===== src/rtl/ofs_fim_pcie_ss_tx_merge.sv =====
// Packet-atomic two-stream AXI-S TLP merge (A = completions, B = requests)
// feeding the PCIe SS TX port through a 2-entry registered skid buffer.
module ofs_fim_pcie_ss_tx_merge #(
  parameter int DATA_W = 512,
  parameter int USER_W = 10,
  parameter int CNT_W  = 32
) (
  input  logic                clk,
  input  logic                rst_n,
  input  logic                a_tvalid,
  output logic                a_tready,
  input  logic [DATA_W-1:0]   a_tdata,
  input  logic [DATA_W/8-1:0] a_tkeep,
  input  logic                a_tlast,
  input  logic [USER_W-1:0]   a_tuser_vendor,
  input  logic                b_tvalid,
  output logic                b_tready,
  input  logic [DATA_W-1:0]   b_tdata,
  input  logic [DATA_W/8-1:0] b_tkeep,
  input  logic                b_tlast,
  input  logic [USER_W-1:0]   b_tuser_vendor,
  output logic                out_tvalid,
  input  logic                out_tready,
  output logic [DATA_W-1:0]   out_tdata,
  output logic [DATA_W/8-1:0] out_tkeep,
  output logic                out_tlast,
  output logic [USER_W-1:0]   out_tuser_vendor,
  output logic [CNT_W-1:0]    pkt_cnt_a,
  output logic [CNT_W-1:0]    pkt_cnt_b
);
  localparam int KEEP_W = DATA_W / 8;

  typedef enum logic [1:0] {IDLE, LOCK_A, LOCK_B} state_t;

  state_t           state_q, state_d;
  logic             last_grant_q, last_grant_d;  // 0 = A, 1 = B
  logic             run_q;
  logic [1:0]       occ_q, occ_d;
  logic             wr_ptr_q, rd_ptr_q;
  logic [CNT_W-1:0] cnt_a_q, cnt_b_q;

  logic [DATA_W-1:0] data_q [2];
  logic [KEEP_W-1:0] keep_q [2];
  logic [USER_W-1:0] user_q [2];
  logic              last_q [2];
  logic              src_q  [2];

  logic space, grant_a, grant_b, push_a, push_b, push, pop;

  // run_q holds the inputs off while reset is asserted; space never looks at out_tready.
  assign space = run_q && (occ_q != 2'd2);

  always_comb begin
    grant_a      = 1'b0;
    grant_b      = 1'b0;
    state_d      = state_q;
    last_grant_d = last_grant_q;
    case (state_q)
      IDLE: begin
        if (a_tvalid && (!b_tvalid || last_grant_q)) grant_a = 1'b1;
        else if (b_tvalid)                          grant_b = 1'b1;
      end
      LOCK_A:  grant_a = 1'b1;
      LOCK_B:  grant_b = 1'b1;
      default: ;
    endcase
    a_tready = space && grant_a;
    b_tready = space && grant_b;
    push_a   = a_tready && a_tvalid;
    push_b   = b_tready && b_tvalid;
    if (push_a) begin
      last_grant_d = 1'b0;
      state_d      = a_tlast ? IDLE : LOCK_A;
    end else if (push_b) begin
      last_grant_d = 1'b1;
      state_d      = b_tlast ? IDLE : LOCK_B;
    end
  end

  assign push = push_a || push_b;
  assign pop  = out_tvalid && out_tready;

  always_comb begin
    occ_d = occ_q;
    case ({push, pop})
      2'b10:   occ_d = occ_q + 2'd1;
      2'b01:   occ_d = occ_q - 2'd1;
      default: ;
    endcase
  end

  always_ff @(posedge clk or negedge rst_n) begin
    if (!rst_n) begin
      state_q      <= IDLE;
      last_grant_q <= 1'b1;
      run_q        <= 1'b0;
      occ_q        <= 2'd0;
      wr_ptr_q     <= 1'b0;
      rd_ptr_q     <= 1'b0;
      cnt_a_q      <= '0;
      cnt_b_q      <= '0;
    end else begin
      state_q      <= state_d;
      last_grant_q <= last_grant_d;
      run_q        <= 1'b1;
      occ_q        <= occ_d;
      if (push) wr_ptr_q <= ~wr_ptr_q;
      if (pop)  rd_ptr_q <= ~rd_ptr_q;
      if (pop && last_q[rd_ptr_q]) begin
        if (src_q[rd_ptr_q]) cnt_b_q <= cnt_b_q + CNT_W'(1);
        else                 cnt_a_q <= cnt_a_q + CNT_W'(1);
      end
    end
  end

  // Payload storage needs no reset: occ_q alone decides which entries are live.
  always_ff @(posedge clk) begin
    if (push) begin
      data_q[wr_ptr_q] <= push_b ? b_tdata        : a_tdata;
      keep_q[wr_ptr_q] <= push_b ? b_tkeep        : a_tkeep;
      user_q[wr_ptr_q] <= push_b ? b_tuser_vendor : a_tuser_vendor;
      last_q[wr_ptr_q] <= push_b ? b_tlast        : a_tlast;
      src_q[wr_ptr_q]  <= push_b;
    end
  end

  assign out_tvalid       = (occ_q != 2'd0);
  assign out_tdata        = data_q[rd_ptr_q];
  assign out_tkeep        = keep_q[rd_ptr_q];
  assign out_tuser_vendor = user_q[rd_ptr_q];
  assign out_tlast        = last_q[rd_ptr_q];
  assign pkt_cnt_a        = cnt_a_q;
  assign pkt_cnt_b        = cnt_b_q;

endmodule


===== config.mk =====
export PLATFORM = sky130hd
export DESIGN_NAME = ofs_fim_pcie_ss_tx_merge
export DESIGN_NICKNAME = d
export VERILOG_FILES = /design/src/rtl/ofs_fim_pcie_ss_tx_merge.sv
export SDC_FILE = /design/constraint.sdc
export NUM_CORES = 2
export LEC_CHECK = 0
export CAP_MARGIN = 20
export CELL_PAD_IN_SITES_DETAIL_PLACEMENT = 1
export CELL_PAD_IN_SITES_GLOBAL_PLACEMENT = 1
export CORE_AREA = 2 2 715 717
export CTS_CLUSTER_DIAMETER = 40
export DETAILED_ROUTE_END_ITERATION = 10
export DIE_AREA = 0 0 717 719
export PLACE_DENSITY = 0.3
export SLEW_MARGIN = 20
export SYNTH_ARGS = -nofsm -noshare
export SYNTH_HDL_FRONTEND = slang
export SYNTH_SLANG_ARGS = --single-unit
export TNS_END_PERCENT = 1

===== constraint.sdc =====
create_clock -name clk -period 31.9 [get_ports clk]
set_input_delay 6.38 -clock clk [delete_from_list [all_inputs] [get_ports clk]]
set_output_delay 6.38 -clock clk [all_outputs]
set_load 0.1 [all_outputs]

Word level (Yosys, flattened, before mapping)
Memory sizes are Yosys's and may differ from the RTL's.
Cells that the tools add are included.

storage, ports and cells
  bits of input ports = 1179
  bits in writable memories = 1176
  output and inout port bits = 654
  flip-flop bits (word level) = 72
  memories kept = 5

memories
  name    words  bits a word  read ports  clocked after memory_dff  wr ports  line  RTL
  data_q  2      512          1           0                         1         42    logic [DATA_W-1:0] data_q [2];
  keep_q  2      64           1           0                         1         43    logic [KEEP_W-1:0] keep_q [2];
  user_q  2      10           1           0                         1         44    logic [USER_W-1:0] user_q [2];
  last_q  2      1            1           0                         1         45    logic last_q [2];
  src_q   2      1            1           0                         1         46    logic src_q [2];

operators by class
  multiplexer cells = 18
  bitwise gates (word level) = 3
  reductions and logical operators = 17
  equal/unequal tests = 5
  $add $sub $neg = 4

operators by type and width
  cell                                                                 number
  512-bit two-way mux                                                  1
  32-bit by 1-bit adder with 32-bit output (second input constant)     2
  64-bit two-way mux                                                   1
  10-bit two-way mux                                                   1
  1-bit two-way mux                                                    9
  1-bit logical AND                                                    8
  2-bit two-way mux                                                    3
  2-bit nonzero test                                                   3
  2-bit by 1-bit == test with 1-bit output (second input constant)     2
  2-bit == test (second input constant)                                2
  1-bit case mux with 2 select lines                                   2
  2-bit case mux with 2 select lines                                   1
  2-bit AND reduction                                                  2
  1-bit inverter                                                       3
  2-bit by 1-bit adder with 2-bit output (second input constant)       1
  2-bit zero test                                                      1
  1-bit logical OR                                                     2
  2-bit != test (second input constant)                                1
  2-bit by 1-bit subtractor with 2-bit output (second input constant)  1
  1-bit zero test                                                      1

Depth between registers and ports, before layout
  depth in word-level cells = 10
  gate-level depth with buffers = 9
  gate-level depth less buffers = 6

Worst setup path before layout
Ideal clock, no wire load.

  kind = input-to-reg
  from = input a_tvalid
  to = memory data_q[0][0] (enable)
  required time = 30343 ps
  path slack = -748 ps
  data arrival time = 31091 ps
  cell stages on the path = 3
  path through = nor2b_1 o211ai_1 nor2_1

between the ends
  cells in the longest elaborated chain, start to end = 8
  elaborated cells between the ends (all ways) = 12
  those cells by class = mux (6); reduce/logical (6)

ends and longest elaborated chain
  element                               line    RTL
  start, declared                       10      input logic a_tvalid,
  1-bit logical AND                     60      if (a_tvalid && (!b_tvalid || last_grant_q)) grant_a = 1'b1;
  1-bit two-way mux                     60
  1-bit case mux with 2 select lines    58      case (state_q)
  1-bit logical AND (on tied branches)  67, 68
  1-bit logical AND (on tied branches)  69, 70
  1-bit logical OR (*)                  80      assign push = push_a || push_b;
  1-bit two-way mux (*)                 118     if (push) begin
  1-bit two-way mux (*)                 119     data_q[wr_ptr_q] <= push_b ? b_tdata : a_tdata;
  end, declared                         42

Mark *: on every way between the ends. The rest lies on a longest branch, timed or not.

Worst setup path in the final report
  from = input b_tvalid
  to = output a_tready

between the ends
  cells in the longest elaborated chain, start to end = 6

ends and longest elaborated chain
  element                             line  RTL
  start, declared                     16    input logic b_tvalid,
  1-bit zero test                     60
  1-bit logical OR                    60
  1-bit logical AND                   60
  1-bit two-way mux                   60
  1-bit case mux with 2 select lines  58
  1-bit logical AND                   67    a_tready = space && grant_a;
  end, declared                       11    output logic a_tready,

No other way between the ends.

==> results.py <==
metrics = {
    "status": {
        "status": "finished, final reports clean",
    },
    "sta": {
        "finalHoldWorstSlack_ps": 465,
        "finalCriticalPeriod_ps": 14870,
        "relSlewSlack_pct": 18.9,
        "setup_viol": 0,
        "fmax_mhz": 67.3,
        "worst_slew_pin_slew_ps": 1210,
        "slew_viol_final": 0,
        "clock_skew_ps": 106,
        "fin_crit_sh_pct": 46.6,
        "rsz0062_at_grt": "no",
        "hold_viol": 0,
    },
    "layout": {
        "final_util_pct": 17.5,
        "register_area_um2": 37100,
        "final_nets": 7206,
        "fill_cells": 57300,
        "layout_common_cells": "1784 x nand2_1, 1580 x clkdlybuf4s50_1, 1176 x edfxtp_1",
        "multi_input_area_um2": 14800,
        "drive_above_1_share_pct": 21.8,
        "area_growth_pct": 68.9,
        "final_common_cell": "nand2_1",
    },
    "clocking": {
        "clock_sinks": 1248,
        "htree_num_levels": 5,
        "worstSkewPairLatency_ps": 920,
        "ctsHoldBuffers": 0,
        "cts_tree": "done",
        "clk_pin_slew_ps": 40,
        "cts_setup_buffers": 0,
        "ctsRootBufferMaster": "clkbuf_16",
        "clk_path_buf_depth": 4,
        "cts_resized": 0,
        "numCtsBuffers": 308,
    },
    "floorplan": {
        "io_pins": 1833,
        "die_x_um": 717,
        "die_y_um": 719,
        "rows": 262,
        "start_util_pct": 10.4,
        "die_area_um2": 516000,
        "core_area_um2": 508000,
    },
    "grt": {
        "grt_pass1_wl_mm": 471,
        "antenna_found_initial": 115,
        "grt_usage_pct": 14.0,
        "grt_max_degree": 122,
        "overflow": 0,
        "grt_pass1_vias": 43800,
    },
    "placement": {
        "numPortBuffers": 1832,
        "routabilityCongestion": 0.833,
        "post-dp-hpwl_mm": 311,
    },
    "logic_synthesis": {
        "ys_async_sr_fraction_pct": 5.77,
        "synth_ff_type": "edfxtp_1",
        "synth_warnings": 0,
        "syn_inst": 4022,
        "synth_edf_count": 1176,
        "syn_nets": 5204,
        "synth_area_leader_cell": "edfxtp_1",
        "synth-seq-cells": 1248,
        "synth_area_leaders": "edfxtp_1 67%, nand2_1 13%, mux2_2 13%, dfrtp_1 3.4%, clkbuf_1 1.2%",
        "netlist_area_um2": 52700,
        "synth_top_area_share_pct": 67.1,
        "synthDistinctLibCells": 39,
        "seq_area_frac_synth_pct": 70.5,
        "synth_area_per_cell_um2": 13.1,
    },
    "worst_hold_path": {
        "min_path_type": "reg -> reg",
    },
    "critical_path": {
        "slowest_stage": "clkdlybuf4s50_1",
        "cp-start-kind": "input pin",
        "max_stage_delay_ps": 1200,
        "critPathArrivalTime_ps": 8490,
        "critPathKind": "in -> out",
        "cp_cell_sequence": "clkdlybuf4s50_1, nand2b_1, a21oi_1, nor3_1, clkdlybuf4s50_1",
        "required_ps": 25520,
        "crit_family": "buffers and inverters",
        "endpoint_kind": "primary output",
        "worstPathMaxFanout": 3,
        "cpMostUsedCell": "clkdlybuf4s50_1",
        "path_buf_inv": 2,
    },
    "pwr": {
        "ir_drop_mv": 0.0608,
        "p_leak_nw": 32.2,
        "powerDensity_nw_per_um2": 114,
    },
    "routing": {
        "vias": 40800,
        "via_per_inst": 3.13,
        "wl_per_cell_um": 28.9,
        "drc_errors": 0,
        "firstDrtPassIters": 5,
        "ant_nets": 0,
        "drtIter0Drc": 2208,
        "wirelength_mm": 377,
    },
    "flow_run": {
        "drv_cap": 0,
    },
}
==> final timing paths <==
| check | start | end | slack [ps] | depth (start not counted) |
|---|---|---|---|---|
| max in group asynchronous | rst_n | rd_ptr_q | 25010 | 2 |
| hold reg to reg | pkt_cnt_a[31] | pkt_cnt_a[31] | 470 | 1 |
| hold / removal | pkt_cnt_a[31] | pkt_cnt_a[31] | 470 | 1 |
| setup / recovery | b_tvalid | a_tready | 17030 | 5 |
| min in group asynchronous | rst_n | pkt_cnt_b[29] | 5480 | 1 |
| setup reg to reg | occ_q[0] | data_q[1][200] | 24640 | 10 |
==> registers in the layout (all words and copies together) (netlist names) <==
register / count
data_q: 1024
keep_q: 128
pkt_cnt_a: 32
pkt_cnt_b: 32
user_q: 20
last_q: 2
occ_q: 2
src_q: 2
state_q: 2
last_grant_q: 1
rd_ptr_q: 1
run_q: 1
wr_ptr_q: 1
==> power breakdown <==
part	leakage, nW	internal (mW)	switching, mW	total [mW]
clock network	5.00	2.07	1.06	3.13
registers	11.7	2.17	0.0722	2.24
logic	15.5	0.979	3.80	4.78
total	32.2	5.22	4.93	10.2
==> layout make-up <==
class | instances | share of cell area [%]
flip-flops and latches | 1248 | 41.7
clock inverters | 179 | 2.64
diodes | 34 | 0.0956
clock buffers | 376 | 9.05
multi-input cells | 2564 | 16.6
inverters | 13 | 0.0633
repair buffers | 1889 | 20.4
well taps | 6732 | 9.47
==> metal layers <==
metal | up-vias | track usage (%) | part of all wire, %
met4 | 42 | 2.61 | 1.9
met2 | 1560 | 24.2 | 49
met1 | 20600 | 16.4 | 40
li1 | 18100 | - | -
met3 | 436 | 5.78 | 9.6
met5 | - | 0 | 0.071
==> cell usage after synthesis (9+ instances only) <==
library cell and count:
nand3_1 25, edfxtp_1 1176, nand4_1 16, and3_1 9
inv_1 12, nand2_1 1784, xnor2_1 46, nor3_1 11
xor2_1 21, dfrtp_1 71, clkbuf_1 171, nor2_1 21
buf_2 20, mux2_2 588
==> through the flow <==
| step | setup TNS (ps) | power [mW] | instance area (um^2) | instances | worst slack [ps] |
|---|---|---|---|---|---|
| 6_report | 0 | 10.2 | 89000 | 13000 | 17030 |
| 5_1_grt | 0 | 10.5 | 88900 | 13000 | 16990 |
| 4_1_cts | 0 | 10.4 | 88900 | 13000 | 17030 |
| 3_5_place_dp | 0 | 7.19 | 78500 | 12400 | 17050 |
| 3_3_place_gp | 0 | 7.20 | 78600 | 12400 | 16960 |
| 2_1_floorplan | -879660 | 5.60 | 52700 | 4022 | -748 |
==> kinds of logic after synthesis <==
kind of cell             count (synthesis)  share of synthesized area [%]
adder cells (fa/ha/maj)                  3                         0.0713
AO/OA/AOI/OAI                            8                         0.0927
other                                    1                        0.00712
XOR/XNOR                                67                           1.11
buffers and inverters                  210                           1.54
flip-flops                            1248                           70.5
AND/OR/NAND/NOR                       1894                           14.0
multiplexers                           591                           12.6
(Power assumes the default switching activity.)
